**src/rtl/pattern_detector.sv**
```systemverilog
// ============================================================================
// Module   : pattern_detector
// Brief    : Serial N-bit pattern detector (KMP automaton), saturating count.
// Revision : 1.0
// ============================================================================
`default_nettype none

module pattern_detector #(
  parameter int          N       = 3,
  parameter logic [N-1:0] PATTERN = 3'b101,
  parameter bit          OVERLAP = 1'b1,
  parameter bit          MOORE   = 1'b0,
  parameter int          CW      = 8
) (
  input  logic          clk,
  input  logic          reset,
  input  logic          en,
  input  logic          x,
  input  logic          clr_count,
  output logic          y,
  output logic [CW-1:0] count
);

  localparam int KW = $clog2(N);

  // Longest prefix of PATTERN that is a suffix of (first k pattern bits, b),
  // capped at N-1 so a full match folds into the overlap restart state.
  function automatic int kmp_next(input int k, input logic b);
    int   best;
    int   j;
    bit   ok;
    logic sbit;
    best = 0;
    for (int l = 1; l <= 8; l++) begin
      if (l <= k + 1 && l <= N - 1) begin
        ok = 1'b1;
        for (int i = 0; i < 8; i++) begin
          if (i < l) begin
            j    = k + 1 - l + i;
            sbit = (j == k) ? b : PATTERN[N-1-j];
            if (sbit != PATTERN[N-1-i]) ok = 1'b0;
          end
        end
        if (ok) best = l;
      end
    end
    return best;
  endfunction

  function automatic logic [N*KW-1:0] build_tab(input logic b);
    logic [N*KW-1:0] tab;
    tab = '0;
    for (int k = 0; k < N; k++) begin
      tab[k*KW +: KW] = KW'(kmp_next(k, b));
    end
    return tab;
  endfunction

  localparam logic [N*KW-1:0] c_tab0      = build_tab(1'b0);
  localparam logic [N*KW-1:0] c_tab1      = build_tab(1'b1);
  localparam logic [KW-1:0]   c_last      = KW'(N - 1);
  localparam logic [CW-1:0]   c_count_max = '1;

  logic [KW-1:0] r_k;
  logic [KW-1:0] w_k_next;
  logic          w_match;
  logic [CW-1:0] r_count;

  always_comb begin
    w_match  = en & (r_k == c_last) & (x == PATTERN[0]);
    w_k_next = r_k;
    if (en) begin
      w_k_next = '0;
      for (int i = 0; i < N; i++) begin
        if (r_k == KW'(i)) begin
          w_k_next = x ? c_tab1[i*KW +: KW] : c_tab0[i*KW +: KW];
        end
      end
      if (w_match && !OVERLAP) w_k_next = '0;
    end
  end

  always_ff @(posedge clk) begin
    if (reset) begin
      r_k     <= '0;
      r_count <= '0;
    end else begin
      r_k <= w_k_next;
      if (clr_count) begin
        r_count <= w_match ? CW'(1) : '0;
      end else if (w_match && r_count != c_count_max) begin
        r_count <= r_count + CW'(1);
      end
    end
  end

  assign count = r_count;

  generate
    if (MOORE) begin : g_moore
      logic r_y;
      always_ff @(posedge clk) begin
        if (reset) r_y <= 1'b0;
        else       r_y <= w_match;
      end
      assign y = r_y;
    end else begin : g_mealy
      assign y = w_match & ~reset;
    end
  endgenerate

endmodule

`default_nettype wire

```
**config.mk**
```make
export PLATFORM = sky130hd
export DESIGN_NAME = pattern_detector
export DESIGN_NICKNAME = d
export VERILOG_FILES = /design/src/rtl/pattern_detector.sv
export SDC_FILE = /design/constraint.sdc
export NUM_CORES = 1
export LEC_CHECK = 0
export CAP_MARGIN = 20
export CELL_PAD_IN_SITES_DETAIL_PLACEMENT = 0
export CELL_PAD_IN_SITES_GLOBAL_PLACEMENT = 1
export CORE_MARGIN = 2
export CORE_UTILIZATION = 34
export DETAILED_ROUTE_END_ITERATION = 10
export PLACE_DENSITY_LB_ADDON = 0.3
export SLEW_MARGIN = 5
export SYNTH_ARGS = -nofsm -noshare
export SYNTH_HDL_FRONTEND = slang
export SYNTH_SLANG_ARGS = --single-unit
```
**constraint.sdc**
```tcl
create_clock -name clk -period 1.9 [get_ports clk]
set_input_delay 0.19 -clock clk [delete_from_list [all_inputs] [get_ports clk]]
set_output_delay 0.19 -clock clk [all_outputs]
set_load 0.1 [all_outputs]
```
After elaboration in Yosys (flattened, before gate mapping) --
Cells that the tools add are included.
Operators by class: add/subtract/negate cells 1, equality and inequality tests 3, multiplexer cells 8, bitwise logic cells 4, reduce and logical (&&, ||, !) cells 3
Operators with widths (count):
- $mux 8 | 2
- $add 8x1->8 const B | 1
- $ne 8x8->1 const B | 1
- $mux 2 | 3
- $and 1x1->1 | 3
- $mux 1 | 3
- $eq 2x1->1 const B | 1
- $eq 2x2->1 const B | 1
- $logic_not 2->1 | 1
- $reduce_bool 2->1 | 1
- $logic_and 1x1->1 | 1
- $not 1->1 | 1
Word-level totals: register bits 10, input bits 5, output and inout bits 9, word-level logic and storage cells 21

Logic depth before layout (Yosys ltp) --
Gate-level depths: netlist of the first run.
depth after elaboration 6, mapped depth 5

Least setup slack after synthesis of the first run --
Ideal clock, no wire load.
kind reg-to-output, from register r_k[0], to output y, arrival time 1958 ps, path slack -248 ps, cell stages (with the launch flop) 3, buffers on the path 0, path through dfxtp_1 -> nand4b_2 -> nor2_1
On the way: word-level cells in the longest chain between the ends 4
Ends and longest elaborated chain:
- start: declaration | RTL line 64 | logic [KW-1:0] r_k;
- start signal: assignment | RTL line 88 | r_k <= w_k_next;
- $eq 2x2->1 | RTL line 70 | w_match = en & (r_k == c_last) & (x == PATTERN[0]);
- $and 1x1->1 (2 in series) | RTL line 70
- $and 1x1->1 | RTL line 108 | assign y = w_match & ~reset;
- end: declaration | RTL line 20 | output logic y,
No other way between the ends.

Worst setup path in the final report of the first run --
from input en, to output y
On the way: word-level cells in the longest chain between the ends 3
Ends and longest elaborated chain:
- start: declaration | RTL line 17 | input logic en,
- $and 1x1->1 (2 in series) | RTL line 70
- $and 1x1->1 | RTL line 108
No other way between the ends.

==> summary.md, run 1 <==
| Metric | Value |
|---|---|
| Status | completed |
| Core area | between 1500 and 2000 um^2 |
| Hold Path Origin | r_k[0] |
| GRT Util Overall | between 10% and 20% |
| Setup ws final | approximately 0.27 ns |
| Via density | between 5 and 6 |
| # DRC | 0 |
| DR vias | between 400 and 500 |
| Leakage | around 0.00025 uW |
| Crit path capture type | primary output |
| Setup repair after global routing missed its margin | false |
| Global-route wire length before repair | approximately 1900 um |
| GP Congestion | just over 0.7 |
| Design area | 710.7 um^2 |
| Fillers | about 150 |
| Post-synth cell types | 25 |
| VDD IR max | approximately 0.42 mV |
| CTS Buffer Depth | 2 |
| P per Cell Area | 530.6 nW/um^2 |
| Startpoint types | input port |
| Worst hold path class | reg -> reg |
| Relative slew slack | between 70% and 80% |
| Diode count | 0 |
| Placed insts | 85 |
| Syn Nets | 64 |
| Clk_skew | slightly above 0.0005 ns |
| Clk pin slew, worst setup/hold paths | ~0.06 ns |
| CP peak stage delay | 0.56 ns |
| Worst Path Class, Setup | in -> out |
| Pre-CTS WS | approximately 0.19 ns |
| Setup crit start | en |
| Min Tclk post-route | between 1.5 and 2 ns |
| Area added between synthesis and finish | 28.80% |
| Most common cell after layout, fill and taps aside | buf_4 |
| Peak Freq | between 0.6 and 0.7 GHz |
| Reg-to-reg startpoint | count[0] |
| Post-CTS Setup Bufs | 0 |
| CP Cell Sequence | clkdlybuf4s50_1 > nand4b_2 > nor2_2 > buf_12 |
| Starting Density | 36.63% |
| Sinks on the clock net | 10 |
| CTS HTree Levels | 1 |
| CTS buffer count | 3 |
| Total gr overflow | 0 |
| Drt pass-1 iters | 2 |
| Non-Filler Instances | a little under 90 |
| Post-synthesis cell count | 58 |
| Slowest CP cell | clkdlybuf4s50_1 |
| Simple-Gate Fraction of Synth Area | between 20% and 30% |
| DRT antenna net count | 0 |
| Synth Area in Adders | under 10% |
| Rows | 14 |
| CTS tree | built |
| Num ports | 14 |
| CTS-repair resized insts | 0 |
| Port bufs | 13 |
| Post-synthesis register bit count | 10 |
| Register-to-register setup slack | 0.39 ns |
| Fin. Hold Viols | 0 |
| CTS Root Cell | clkbuf_4 |
| Max-cap viol count | 0 |
| Most frequent cells in the layout | buf_4, nor2_1, dfxtp_2 |
| Synth Area in XOR/XNOR | 7.937% |
| Wire length per cell | 12.80 um |
| Final Cycle Share | roughly 86% |
| Final Max Tran Viols | 0 |
| Largest family of logic cells by synthesized area | simple AND/OR/NAND/NOR gates |
| Layout cells sized above 1 | approximately a third |
| Final WL | 1126 um |
| Mean Syn Cell Area | roughly 9.5 um^2 |
| Crit path required time | roughly 1.7 ns |
| Cell area after synthesis | between 500 and 600 um^2 |
| CP max FO | 6 |
| Initial DRC count | 3 |
| Part of the Yosys area used for sequential elements | a little over a third |
| Synth warnings | 0 |
| Die ar. | about 2000 um^2 |
| Vias in the first global route | between 400 and 500 |
| Placement Cell Area | 688.2 um^2 |
| Final Net Count | 80 |
| Final HPWL DP | between 800 and 900 um |
| Largest net degree at the start of global routing | 9 |
| Hold_buf cts | 0 |
| Final setup fails | 0 |
| Die height | ~44 um |
| WP data arrival | between 1 and 1.5 ns |
| Die width | approximately 44 um |
| TNS Setup | 0 ns |
| Skew-Pair Late Insertion Delay | approximately 0.26 ns |
| Compound-Gate Fraction of Synth Area | 20.41% |
| Antenna violations before repair | 0 |
| Multiplexer share of the synthesized area | between 1.5 and 2% |
| Least-Margin Pin Slew | roughly 0.37 ns |
## worst max-delay path, delay by kind of cell
kind,cells,cell delay [ns]
buf+inv,2,0.75
simple gates,2,0.50
## flip-flops by register name, summed over array words and instances, names as in the netlist
name,flops
count,8
r_k,2
## metal layers
metal / track usage [%] / vias up / share of wire, %
li1: - / 241 / -
met1: 17.00 / 206 / 43
met2: 22.65 / 11 / 49
met3: 6.122 / 2 / 5.5
met4: 5.455 / 0 / 1.7
met5: 0 / - / 0
## path summary, 6_finish.rpt
path | end | depth (start not counted)
setup / recovery | y | 4
hold / removal | r_k[1] | 2
setup reg to reg | count[5] | 5
hold reg to reg | r_k[1] | 2
## where the power goes
part | switching [uW] | internal, uW
registers | 1.76 | 211
clock network | 69.1 | 73.1
logic | 10.3 | 11.8
total | 81.2 | 296
## per-stage QoR
step           power [uW]  utilization [%]  hold slack, ns
2_1_floorplan       226.1                -          0.2517
3_3_place_gp        239.9            45.68          0.5000
3_5_place_dp        239.8            45.68          0.5020
4_1_cts             383.7            47.18          0.5112
5_1_grt             399.4            47.18          0.5504
6_report            377.1            47.18          0.5097
## final cells by class
cell class	instances	area, um^2	share of cell area [%]
Multi-Input combinational cell	46	339.1	47.71
Clock buffer	3	22.52	3.169
Sequential cell	10	209.0	29.40
Tap cell	16	20.02	2.817
Timing Repair Buffer	13	120.1	16.90
## logic make-up after synthesis
logic type                 after synthesis
buffers and inverters                    2
muxes                                    1
AOI/OAI and AO/OA                       12
xor gates and xnor gates                 5
and+or+nand+nor                         27
adders and majority gates                1
DFF                                     10
## cells in the mapped netlist, drive strengths merged
library cell | instances | area (um^2)
dfxtp | 10 | 200.2
nor2 | 8 | 30.03
a21oi | 5 | 25.02
nand3 | 4 | 20.02
xnor2 | 4 | 35.03
nand2 | 3 | 11.26
a2111oi | 2 | 55.05
a211oi | 2 | 15.01
nand2b | 2 | 12.51
nand4 | 2 | 12.51
o21ai | 2 | 10.01
and3 | 1 | 6.260
and4 | 1 | 8.760
and4b | 1 | 10.01
buf | 1 | 11.26
clkbuf | 1 | 3.750
ha | 1 | 12.51
mux2i | 1 | 10.01
nand3b | 1 | 7.510
nand4b | 1 | 15.01
nor3 | 1 | 5.000
nor4 | 1 | 12.51
o211ai | 1 | 7.510
or2 | 1 | 6.260
xor2 | 1 | 8.760
Note: power is estimated with default switching activity, not from simulation.
==> run 2, diff against run 1 <==
--- a/config.mk
+++ b/config.mk
@@ -11,6 +11,7 @@
 export CORE_MARGIN = 2
 export CORE_UTILIZATION = 34
 export DETAILED_ROUTE_END_ITERATION = 10
+export HOLD_SLACK_MARGIN = 0.08
 export PLACE_DENSITY_LB_ADDON = 0.3
 export SLEW_MARGIN = 5
 export SYNTH_ARGS = -nofsm -noshare
==> constraint.sdc (replaced) <==
create_clock -name clk -period 1.6 [get_ports clk]
set_input_delay 0.16 -clock clk [delete_from_list [all_inputs] [get_ports clk]]
set_output_delay 0.16 -clock clk [all_outputs]
set_load 0.1 [all_outputs]
==> summary.md, run 2 (synthesis results as in run 1) <==
| Metric | Value |
|---|---|
| Placed insts | 87 (+2.4%) |
| Global-route wire length before repair | 1863 um (-3.9%) |
| DRT antenna net count | 0 (unchanged) |
| Non-Filler Instances | 91 (+3.4%) |
| VDD IR max | 0.3605 mV (-15%) |
| Crit path capture type | primary output |
| Layout cells sized above 1 | 40.00% (+5.3 points) |
| WP data arrival | 1.32 ns (-0.12 ns) |
| CTS HTree Levels | 1 (unchanged) |
| CP peak stage delay | 0.55 ns (about the same) |
| Via density | 5.220 (-0.14%) |
| Relative slew slack | 76.00% (+0.45 points) |
| Final Max Tran Viols | 0 (unchanged) |
| Startpoint types | input port |
| Final Cycle Share | 92.66% |
| Drt pass-1 iters | 4 (+2) |
| Final setup fails | 0 (unchanged) |
| Most common cell after layout, fill and taps aside | buf_12 |
| Worst setup endpoint | y |
| Top delay family on crit path | buffers and inverters |
| Setup repair after global routing missed its margin | false |
| # DRC | 0 (unchanged) |
| Area added between synthesis and finish | 56.01% |
| Leakage | 0.0002850 uW (+15%) |
| Min Tclk post-route | between 1 and 1.5 ns |
| Skew-Pair Late Insertion Delay | 0.26 ns (about the same) |
| CTS tree | built |
| CTS buffer count | 3 (unchanged) |
| Die width | 44.29 um (unchanged) |
| TNS Setup | 0 ns (unchanged) |
| Die ar. | 1961 um^2 (unchanged) |
| Die height | 44.29 um (unchanged) |
| Number of flip-flops in the largest register | 8 (unchanged) |
| CTS Root Cell | clkbuf_4 |
| Status | completed |
| Sinks on the clock net | 10 (unchanged) |
| Crit path depth | 5 (+1) |
| Antenna violations before repair | 0 (unchanged) |
| Worst path buffer plus inverter count | 3 (+1) |
| Reg-to-reg startpoint | count[0] |
| Worst r2r path cells | 5 (unchanged) |
| Final WL | 1082 um (-3.9%) |
| Worst Path Class, Setup | in -> out |
| CP Cell Sequence | clkdlybuf4s50_1 > nand4b_2 > buf_4 > nor2_4 > buf_12 |
| Most frequent cells in the layout | buf_12, nor2_1, a21oi_1 |
| Wire length per cell | 11.89 um (-7.1%) |
| Final HPWL DP | 853.2 um (+2.7%) |
| Clk_skew | 0.0006525 ns (+0.0001486 ns) |
| Crit path required time | 1.44 ns (-0.27 ns) |
| Diode count | 0 (unchanged) |
| GP Congestion | 0.6789 (-5.0%) |
| Port bufs | 13 (unchanged) |
| Final Net Count | 82 (+2.5%) |
| Overall power | 501.5 uW (+33%) |
| Initial DRC count | 11 (+8) |
| Worst hold path class | reg -> reg |
| DR vias | 475 (+3.3%) |
| Clk pin slew, worst setup/hold paths | 0.07 ns (about the same) |
| Worst r2r dst | count[1] |
| Register-to-register setup slack | 0.13 ns (-0.26 ns) |
| GRT Util Overall | 13.01% (-1.3 points) |
| Rows | 14 (unchanged) |
| Fillers | 119 (-18%) |
| Slowest CP cell | clkdlybuf4s50_1 |
| Total gr overflow | 0 (unchanged) |
| Max-cap viol count | 0 (unchanged) |
| Largest net degree at the start of global routing | 9 (unchanged) |
| Num ports | 14 (unchanged) |
| Least-Margin Pin Slew | 0.3600 ns (-0.006727 ns) |
| Peak Freq | approximately 0.67 GHz |
| Core area | 1506 um^2 (unchanged) |
| P per Cell Area | 582.6 nW/um^2 (+9.8%) |
| CTS Buffer Depth | 2 (unchanged) |
| Fin. Hold Viols | 0 (unchanged) |
| Setup crit start | en |
| CP max FO | 6 (unchanged) |
| Register Area | 220.2 um^2 (+5.4%) |
| Vias in the first global route | 448 (+4.9%) |
| Starting Density | 36.63% (unchanged) |
| Multi-input gate area | 349.1 um^2 (+3.0%) |
run 2: cell count changes in the layout (fill, tap and decap cells not counted), sizes merged:
cell and change:
buf +2, clkbuf +1
run 2: repair_timing:
action,in CTS,in global routing
endpoints found under the setup margin,0,2
setup buffers,0,0
resized for setup,0,2
hold buffers,0,0
run 2: per-layer routing:
metal / vias to the layer above / part of all wire (%) / track usage [%] / wire length (um)
li1: 248 / - / - / -
met1: 217 / 48 / 16.29 / 522
met2: 8 / 47 / 20.88 / 510
met3: 2 / 3.5 / 2.449 / 38
met4: 0 / 0.92 / 7.273 / 10
met5: - / 0 / 0 / 0
run 2: how the worst min path moves through the flow:
stage             start        to  slack, ns  cells after the start
2_1_floorplan     reset  count[0]       0.22                      1
3_3_place_gp     r_k[0]    r_k[1]       0.50                      2
3_5_place_dp     r_k[0]    r_k[1]       0.50                      2
4_1_cts          r_k[0]    r_k[1]       0.51                      2
5_1_grt        count[4]  count[4]       0.53                      1
6_report         r_k[0]    r_k[1]       0.51                      2
run 2: metrics by stage:
| step | utilization, % | cell area (um^2) | setup slack [ns] | hold slack [ns] |
|---|---|---|---|---|
| after floorplan | - | 579.3 | 0.01209 | 0.2194 |
| after global placement | 54.40 | 819.5 | 0.03144 | 0.5003 |
| after detailed placement | 54.40 | 819.5 | 0.01757 | 0.4985 |
| after CTS | 56.81 | 855.8 | 0.06113 | 0.5141 |
| after global routing | 57.14 | 860.8 | 0.01425 | 0.5339 |
| final | 57.14 | 860.8 | 0.1174 | 0.5069 |
run 2: worst min-delay path: cells and delay by family (launching register included):
kind               cells  cell delay, ns
DFF                    1            0.34
and+or+nand+nor        1            0.07
AOI/OAI and AO/OA      1            0.05
run 2: power breakdown:
part	total (uW)	internal, uW	switching [uW]
Combinational	28.8	16.0	12.8
Sequential	246	244	2.18
Clock	227	138	88.8
Total	502	398	104
run 2: cell type report:
class	count	area share, %
clock buffers	4	4.215
repair buffers	15	27.33
well taps	16	2.326
multi-input cells	46	40.55
flip-flops and latches	10	25.58
